===== src/rtl/hazard_ctrl_pkg.sv =====
// hazard_ctrl_pkg
//   Shared types for the pipeline hazard controller.
//   Gr          : architectural register number (r0..r31).
//   hz_state_e  : sequencing state of the hazard controller.
package hazard_ctrl_pkg;

    localparam int HZ_GR_W = 5;

    typedef logic [HZ_GR_W-1:0] Gr;

    typedef enum logic [1:0] {
        RUN      = 2'd0,
        MC_WAIT  = 2'd1,
        MEM_WAIT = 2'd2
    } hz_state_e;

endpackage


===== src/rtl/hazard_ctrl_load_use_detect.sv =====
// load_use_detect
//   Pure combinational load-use comparator. Flags lu when the instruction in
//   ID reads a register that a load currently in EX will write. r0 never
//   matches because it is hard-wired to zero.
// Ports:
//   id_valid, rj_no/rk_no/rd_no, use_rj/use_rk/use_rd : ID instruction operands
//   ex_valid, rd_no_ex, regWriteEn_ex, memRead_ex     : EX instruction info
//   lu                                                : load-use hazard
module load_use_detect #(
    parameter int GR_W = 5
) (
    input  logic            id_valid,
    input  logic [GR_W-1:0] rj_no,
    input  logic [GR_W-1:0] rk_no,
    input  logic [GR_W-1:0] rd_no,
    input  logic            use_rj,
    input  logic            use_rk,
    input  logic            use_rd,
    input  logic            ex_valid,
    input  logic [GR_W-1:0] rd_no_ex,
    input  logic            regWriteEn_ex,
    input  logic            memRead_ex,
    output logic            lu
);

    logic ex_load;
    logic src_hit;

    assign ex_load = ex_valid & regWriteEn_ex & memRead_ex & (rd_no_ex != '0);
    assign src_hit = (use_rj & (rj_no == rd_no_ex))
                   | (use_rk & (rk_no == rd_no_ex))
                   | (use_rd & (rd_no == rd_no_ex));
    assign lu      = id_valid & ex_load & src_hit;

endmodule


===== src/rtl/hazard_ctrl.sv =====
// hazard_ctrl
//   Hazard sequencer for the 5-stage pipeline. Handles load-use, multi-cycle
//   EX ops, MEM data-bus waits and EX branch redirects, and counts stall cycles.
// Ports:
//   aclk, aresetn                  : clock, async active-low reset
//   id_*/ *_id                     : ID operand info for load-use detection
//   ex_valid, rd_no_ex, regWriteEn_ex, memRead_ex : EX instruction info
//   ex_mc_start / ex_mc_finish     : multi-cycle op launch / result pulses
//   ex_redirect                    : EX branch redirect request
//   mem_req / mem_ready            : MEM data-bus request / completion
//   stall_if/id/ex/mem             : hold stage registers
//   bubble_ex / bubble_mem         : insert NOP into ID/EX, EX/MEM
//   flush_id                       : squash IF/ID
//   ex_hold                        : forwarding keeps latched EX operands
//   stall_cycles                   : saturating count of stall_if cycles
//   dbg_state                      : current sequencing state
// Handshake: mem_req/mem_ready is a valid/ready pair; a request completes in
//   the cycle where both are high. mem_req stays high until that cycle.
module hazard_ctrl
    import hazard_ctrl_pkg::*;
#(
    parameter int PERF_W = 32,
    parameter int GR_W   = 5
) (
    input  logic              aclk,
    input  logic              aresetn,
    input  logic              id_valid,
    input  logic [GR_W-1:0]   rj_no_id,
    input  logic [GR_W-1:0]   rk_no_id,
    input  logic [GR_W-1:0]   rd_no_id,
    input  logic              use_rj_id,
    input  logic              use_rk_id,
    input  logic              use_rd_id,
    input  logic              ex_valid,
    input  logic [GR_W-1:0]   rd_no_ex,
    input  logic              regWriteEn_ex,
    input  logic              memRead_ex,
    input  logic              ex_mc_start,
    input  logic              ex_mc_finish,
    input  logic              ex_redirect,
    input  logic              mem_req,
    input  logic              mem_ready,
    output logic              stall_if,
    output logic              stall_id,
    output logic              stall_ex,
    output logic              stall_mem,
    output logic              bubble_ex,
    output logic              bubble_mem,
    output logic              flush_id,
    output logic              ex_hold,
    output logic [PERF_W-1:0] stall_cycles,
    output hz_state_e         dbg_state
);

    hz_state_e         state;
    logic              mc_done;   // mc result arrived while waiting on memory
    logic              from_mc;   // MEM_WAIT was entered with an mc op pending
    logic [PERF_W-1:0] stall_cnt;

    logic lu;
    logic mem_stall_req;
    logic mc_hold;
    logic mem_st;
    logic mc_st;
    logic stall_ex_i;
    logic stall_if_i;

    load_use_detect #(.GR_W(GR_W)) u_lu (
        .id_valid     (id_valid),
        .rj_no        (rj_no_id),
        .rk_no        (rk_no_id),
        .rd_no        (rd_no_id),
        .use_rj       (use_rj_id),
        .use_rk       (use_rk_id),
        .use_rd       (use_rd_id),
        .ex_valid     (ex_valid),
        .rd_no_ex     (rd_no_ex),
        .regWriteEn_ex(regWriteEn_ex),
        .memRead_ex   (memRead_ex),
        .lu           (lu)
    );

    assign mem_stall_req = mem_req & ~mem_ready;

    // The cycle mem_ready arrives lets MEM advance, so a request that waited
    // N cycles with mem_ready low costs exactly N stall cycles.
    assign mem_st = (mem_req | (state == MEM_WAIT)) & ~mem_ready;

    // An mc op is still outstanding in MC_WAIT, and also in MEM_WAIT when we
    // came from MC_WAIT; this keeps EX held in the mem_ready cycle.
    assign mc_hold = (state == MC_WAIT) | ((state == MEM_WAIT) & from_mc);
    assign mc_st   = (mc_hold & ~ex_mc_finish & ~mc_done)
                   | (ex_mc_start & ~ex_mc_finish);

    assign stall_ex_i = mem_st | mc_st;
    assign stall_if_i = aresetn & (stall_ex_i | lu);

    // All controls are forced low while reset is asserted.
    assign stall_mem  = aresetn & mem_st;
    assign stall_ex   = aresetn & stall_ex_i;
    assign ex_hold    = aresetn & stall_ex_i;
    assign stall_if   = stall_if_i;
    assign stall_id   = stall_if_i;
    assign bubble_mem = aresetn & mc_st & ~mem_st;
    assign bubble_ex  = aresetn & lu & ~stall_ex_i;
    // A redirect under an EX stall is dropped; EX presents it again later.
    assign flush_id   = aresetn & ex_redirect & ex_valid & ~stall_ex_i;

    assign stall_cycles = stall_cnt;
    assign dbg_state    = state;

    always_ff @(posedge aclk or negedge aresetn) begin
        if (!aresetn) begin
            state   <= RUN;
            mc_done <= 1'b0;
            from_mc <= 1'b0;
        end else begin
            case (state)
                RUN: begin
                    if (mem_stall_req) begin
                        state   <= MEM_WAIT;
                        from_mc <= 1'b0;
                    end else if (ex_mc_start & ~ex_mc_finish) begin
                        state <= MC_WAIT;
                    end
                end
                MC_WAIT: begin
                    if (mem_stall_req) begin
                        state   <= MEM_WAIT;
                        from_mc <= 1'b1;
                        mc_done <= ex_mc_finish;
                    end else if (ex_mc_finish | mc_done) begin
                        state   <= RUN;
                        mc_done <= 1'b0;
                    end
                end
                MEM_WAIT: begin
                    if (mem_ready) begin
                        from_mc <= 1'b0;
                        if (from_mc & ~mc_done & ~ex_mc_finish) begin
                            state <= MC_WAIT;
                        end else begin
                            // Any return to RUN leaves no pending mc result.
                            state   <= RUN;
                            mc_done <= 1'b0;
                        end
                    end else if (ex_mc_finish) begin
                        mc_done <= 1'b1;
                    end
                end
                default: begin
                    state   <= RUN;
                    mc_done <= 1'b0;
                    from_mc <= 1'b0;
                end
            endcase
        end
    end

    always_ff @(posedge aclk or negedge aresetn) begin
        if (!aresetn) begin
            stall_cnt <= '0;
        end else if (stall_if_i && (stall_cnt != '1)) begin
            stall_cnt <= stall_cnt + 1'b1;
        end
    end

endmodule

===== config.mk =====
export PLATFORM = sky130hd
export DESIGN_NAME = hazard_ctrl
export DESIGN_NICKNAME = d
export VERILOG_FILES = /design/src/rtl/hazard_ctrl_pkg.sv /design/src/rtl/hazard_ctrl_load_use_detect.sv /design/src/rtl/hazard_ctrl.sv
export SDC_FILE = /design/constraint.sdc
export NUM_CORES = 1
export LEC_CHECK = 0
export CAP_MARGIN = 20
export CELL_PAD_IN_SITES_DETAIL_PLACEMENT = 1
export CELL_PAD_IN_SITES_GLOBAL_PLACEMENT = 2
export CORE_MARGIN = 4
export CORE_UTILIZATION = 26
export DETAILED_ROUTE_END_ITERATION = 8
export PLACE_DENSITY = 0.85
export SKIP_LAST_GASP = 1
export SYNTH_ARGS = -nofsm -noshare
export SYNTH_HDL_FRONTEND = slang
export SYNTH_SLANG_ARGS = --single-unit

===== constraint.sdc =====
create_clock -name aclk -period 2.8 [get_ports aclk]
set_input_delay 0.56 -clock aclk [delete_from_list [all_inputs] [get_ports aclk]]
set_output_delay 0.56 -clock aclk [all_outputs]
set_load 0.02 [all_outputs]

Yosys cells after proc, flatten, opt, wreduce, memory -nomap -nowiden
Index checks and enable logic that the tools add are counted.

word-level totals
  register bits after elaboration = 36
  input bits = 34
  output and inout port bits = 42
  word-level logic and storage cells = 81

operators by class
  add/sub/neg operators = 1
  eq/ne operators = 13
  muxes and demuxes = 17
  bitwise logic cells = 40
  reduce and logical (&&, ||, !) cells = 6

operators by type and width
  kind                     count
  $add A32 B1 Y32 const B  1
  $ne A32 B32 Y1 const B   1
  $and A1 B1 Y1            26
  $eq A5 B5 Y1             3
  $mux W2                  5
  $mux W1                  9
  $ne A3 B3 Y1 const B     3
  $or A1 B1 Y1             8
  $ne A2 B2 Y1 const B     3
  $not A1 Y1               6
  $pmux W1 S3              2
  $pmux W2 S3              1
  $reduce_and A3 Y1        2
  $reduce_bool A5 Y1       1
  $reduce_and A4 Y1        1
  $ne A3 B2 Y1 const B     1
  $eq A2 B1 Y1 const B     1
  $eq A2 B2 Y1 const B     1
  $logic_not A2 Y1         1
  $logic_and A1 B1 Y1      1

Logic depth before layout (Yosys ltp)
  depth in word-level cells = 10
  depth in mapped cells = 10
  depth with buffers taken out = 8

By module
A second synthesis with hierarchy kept.

unflattened totals
  cell total of the unflattened synthesis = 219
  area, all modules = 2223.4 sq um

modules (own cells, without submodules)
  module           times used  cells each  area each (sq um)  sequential area each (sq um)
  hazard_ctrl      1           194         2018.2             900.9
  load_use_detect  1           25          205.2              0.0

Worst setup path after synthesis
No wires, ideal clock.

  path type = flip-flop to output port
  start point = reg state[0] (netlist: dbg_state[0])
  end point = out stall_if
  arrival time = 2.286 ns
  data required time = 2.240 ns
  slack = -0.046 ns
  cell stages (with the launch flop) = 10
  path buffers = 3
  path through = dfrtp_1 inv_1 ha_1 buf_2 a211oi_1 o31ai_1 and2_1 o22a_1 buf_2 buf_4

on the way
  word-level cells in the longest chain between the ends = 9
  elaborated cells on any way between the ends = 12
  those cells by class = eq/ne: 2; bitwise: 10

ends and longest elaborated chain
  what                         RTL line                              source
  start: declaration           hazard_ctrl.sv:55                     hz_state_e state;
  start signal: assignment     hazard_ctrl.sv:114                    state <= RUN;
  start signal: assignment     hazard_ctrl.sv:121                    state <= MEM_WAIT;
  start signal: assignment     hazard_ctrl.sv:124                    state <= MC_WAIT;
  $eq A2 B2 Y1                 hazard_ctrl.sv:87, hazard_ctrl.sv:91
  $and A1 B1 Y1                hazard_ctrl.sv:91                     assign mc_hold = (state == MC_WAIT) | ((state == MEM_WAIT) & from_mc);
  $or A1 B1 Y1                 hazard_ctrl.sv:91
  $and A1 B1 Y1 (2 in series)  hazard_ctrl.sv:92                     assign mc_st = (mc_hold & ~ex_mc_finish & ~mc_done)
  $or A1 B1 Y1                 hazard_ctrl.sv:93                     | (ex_mc_start & ~ex_mc_finish);
  $or A1 B1 Y1 (*)             hazard_ctrl.sv:95                     assign stall_ex_i = mem_st | mc_st;
  $or A1 B1 Y1 (*)             hazard_ctrl.sv:96                     assign stall_if_i = aresetn & (stall_ex_i | lu);
  $and A1 B1 Y1 (*)            hazard_ctrl.sv:96
  end: declaration             hazard_ctrl.sv:43                     output logic stall_if,

Every way passes the cells marked *; elsewhere a longest branch is shown, timed or not.

Final worst setup path
  start point = in rd_no_ex[4]
  end point = out stall_id

on the way
  word-level cells in the longest chain between the ends = 7
  elaborated cells on any way between the ends = 14
  those cells by class = eq/ne: 3; bitwise: 10; reduce/logical: 1

ends and longest elaborated chain
  what                              RTL line                                                              source
  start: declaration                hazard_ctrl.sv:35                                                     input logic [GR_W-1:0] rd_no_ex,
  $eq A5 B5 Y1 (on tied branches)   hazard_ctrl_load_use_detect.sv:30, hazard_ctrl_load_use_detect.sv:31
  $and A1 B1 Y1 (on tied branches)  hazard_ctrl_load_use_detect.sv:30, hazard_ctrl_load_use_detect.sv:31
  $or A1 B1 Y1                      hazard_ctrl_load_use_detect.sv:31                                     | (use_rk & (rk_no == rd_no_ex))
  $or A1 B1 Y1                      hazard_ctrl_load_use_detect.sv:32                                     | (use_rd & (rd_no == rd_no_ex));
  $and A1 B1 Y1 (*)                 hazard_ctrl_load_use_detect.sv:33                                     assign lu = id_valid & ex_load & src_hit;
  $or A1 B1 Y1 (*)                  hazard_ctrl.sv:96
  $and A1 B1 Y1 (*)                 hazard_ctrl.sv:96
  end: declaration                  hazard_ctrl.sv:44                                                     output logic stall_id,

Marks and branches as above.

==> qor.yml <==
die_w_um: 100
r2r_start: "dbg_state[0]"
vias: 2176
syn_avg_cell_area_um2: 9.13
arrival_ns: 2.20
required_ns: 2.24
num_rows: 33
grt_max_degree: 37
grt_pass1_vias: 2358
wl_per_cell_um: 15.6
core_area_mm2: 0.00826
crit_type: "in -> out"
period_needed_ns: 2.76
hold_viol_final: 0
routed_via_density: 4.87
overflow: 0
diodes: 0
drcViolationCount: 0
drv_cap: 0
seq_area_frac_synth_pct: 40.6
ant_nets: 0
cts_buffer_depth: 2
fillers: 948
hold_class: "in -> async"
drv_slew: 0
numCtsBuffers: 5
dr.pass1.iters: 4
ys.flop_type: "dfrtp_1"
path_clk_slew_ns: 0.07
num-nets-final: 380
syn_nets: 282
endpoint_kind: "output pin"
worst_pin_slew_ns: 0.469
start_util_pct: 26.9
post-route-period-util_pct: 98.5
outcome: "finished, final reports clean"
layout-drive-gt1-share_pct: 15.5
synth.most_common_cell: "xnor2_1"
hold_buffers: 0
clock_latency_ns: 0.29
antenna_found_initial: 0
grt_pass1_wl_um: 11600
die_y_um: 100
gp_congestion: 0.776
drt_iter0_markers: 71
hpwl_um: 5390
synth-seq-cells: 36
cts_tree: "done"
place_area_mm2: 0.00323
ys_async_sr_fraction_pct: 100
ys_types: 43
port_buffers: 75
syn_to_final_growth_pct: 51.6
setup_tns_ns: 0
synth_cells: 243
synthesis.area_mm2: 0.00222
ir_drop_mv: 0.345
die_area_mm2: 0.0101
slew_headroom_pct: 68.8
synth_warnings: 0
finalClockSkew_ns: 0.00688
fin_ws_ns: 0.0423
p_per_area_mw_per_mm2: 524
grt_usage_pct: 14.3
cts.sinks: 36
utilization_pct: 40.8
drt_wl_total_um: 6970
synth_common_cells: "41 x xnor2_1, 36 x dfrtp_1, 31 x nand3_1, 18 x nand2_1, 18 x nor2_1"
synth_area_leaders: "dfrtp_1 41%, xnor2_1 16%, nand3_1 7.0%, nand4_1 3.4%, nand2_1 3.0%"
cts-root-buf: "clkbuf_8"
leakagePower_nw: 1.37
yosys.area.top_type: "dfrtp_1"
final_area_mm2: 0.00337
htree_levels: 2
path_max_fanout: 3
crit_start: "rd_no_ex[4]"
ioPinCount: 76
fmax_mhz: 363
setup_violations: 0
synth_top_area_share_pct: 40.6
start_kind: "primary input"
place_ws_ns: -0.562
synth_edf_count: 0
## worst max-delay path, cell delays in order
cell and delay, ns:
clkdlybuf4s50_1 0.44, buf_4 0.16, or4_1 0.41, nor2_2 0.11, nor3_2 0.06, o22a_2 0.27, buf_2 0.18
## registers in the layout, indices dropped and copies added (netlist names)
| name | cells |
|---|---|
| dbg_state | 2 |
| from_mc | 1 |
| mc_done | 1 |
| stall_cycles | 32 |
## kinds of logic after synthesis
family	synth area share (%)
AO/OA/AOI/OAI	5.86
XOR/XNOR	18.2
adder cells (fa/ha/maj)	2.82
buffers and inverters	4.28
flip-flops	40.6
multiplexers	0.507
AND/OR/NAND/NOR	27.8
## layout by cell type (no fill, tap or decap), drive strengths merged, types with 5 or more instances in the layout
master	count
clkdlybuf4s50	65
xnor2	41
dfrtp	36
nand3	31
buf	30
nand2	18
nor2	18
nand4	13
inv	11
and3	10
dlygate4sd2	6
clkbuf	6
xor2	5
ha	5
nor3	5
o21ai	5
## per-stage QoR
stage | cells | hold slack (ns) | power, mW
finish | 447 | 0.416 | 1.76
global route | 447 | 0.466 | 1.88
CTS | 447 | 0.434 | 1.79
detailed placement | 438 | 0.492 | 1.32
global placement | 438 | 0.485 | 1.30
floorplan | 243 | 0.264 | 0.971
## layout make-up
type	instances	area (um2)	share of cell area, %
Clock buffer	6	72.6	2.16
Clock inverter	2	35.0	1.04
Inverter	11	41.3	1.23
Multi-Input combinational cell	186	1260	37.4
Sequential cell	36	901	26.8
Tap cell	105	131	3.90
Timing Repair Buffer	101	925	27.5
## path summary, 6_finish.rpt
check                                    to  slack [ns]  depth (start not counted)
setup / recovery                   stall_id        0.04                          7
hold / removal                      from_mc        0.42                          2
max in group asynchronous  stall_cycles[21]        2.06                          2
setup reg to reg            stall_cycles[1]        0.34                         10
hold reg to reg            stall_cycles[31]        0.49                          1
min in group aclk          stall_cycles[31]        0.49                          1
## routing by layer
layer | wire, um | up-vias | global-route usage, %
met3 | 348 | 8 | 2.22
met2 | 3270 | 63 | 23.8
li1 | - | 1045 | -
met1 | 3270 | 1060 | 19.2
met4 | 74 | 0 | 4.04
met5 | 0 | - | 0
## repair_timing
item | 4_1_cts | 5_1_grt
setup buffers | 1 | 0
pin swaps | 3 | 2
setup endpoints to repair | 7 | 5
resized for setup | 23 | 6
## report_power, final
group,internal [mW],total [mW],switching [mW],leakage [nW]
Sequential,0.578,0.647,0.0690,0.493
Clock,0.264,0.449,0.185,0.0552
Combinational,0.343,0.667,0.324,0.823
No activity file was read; power rests on OpenSTA's default activity.
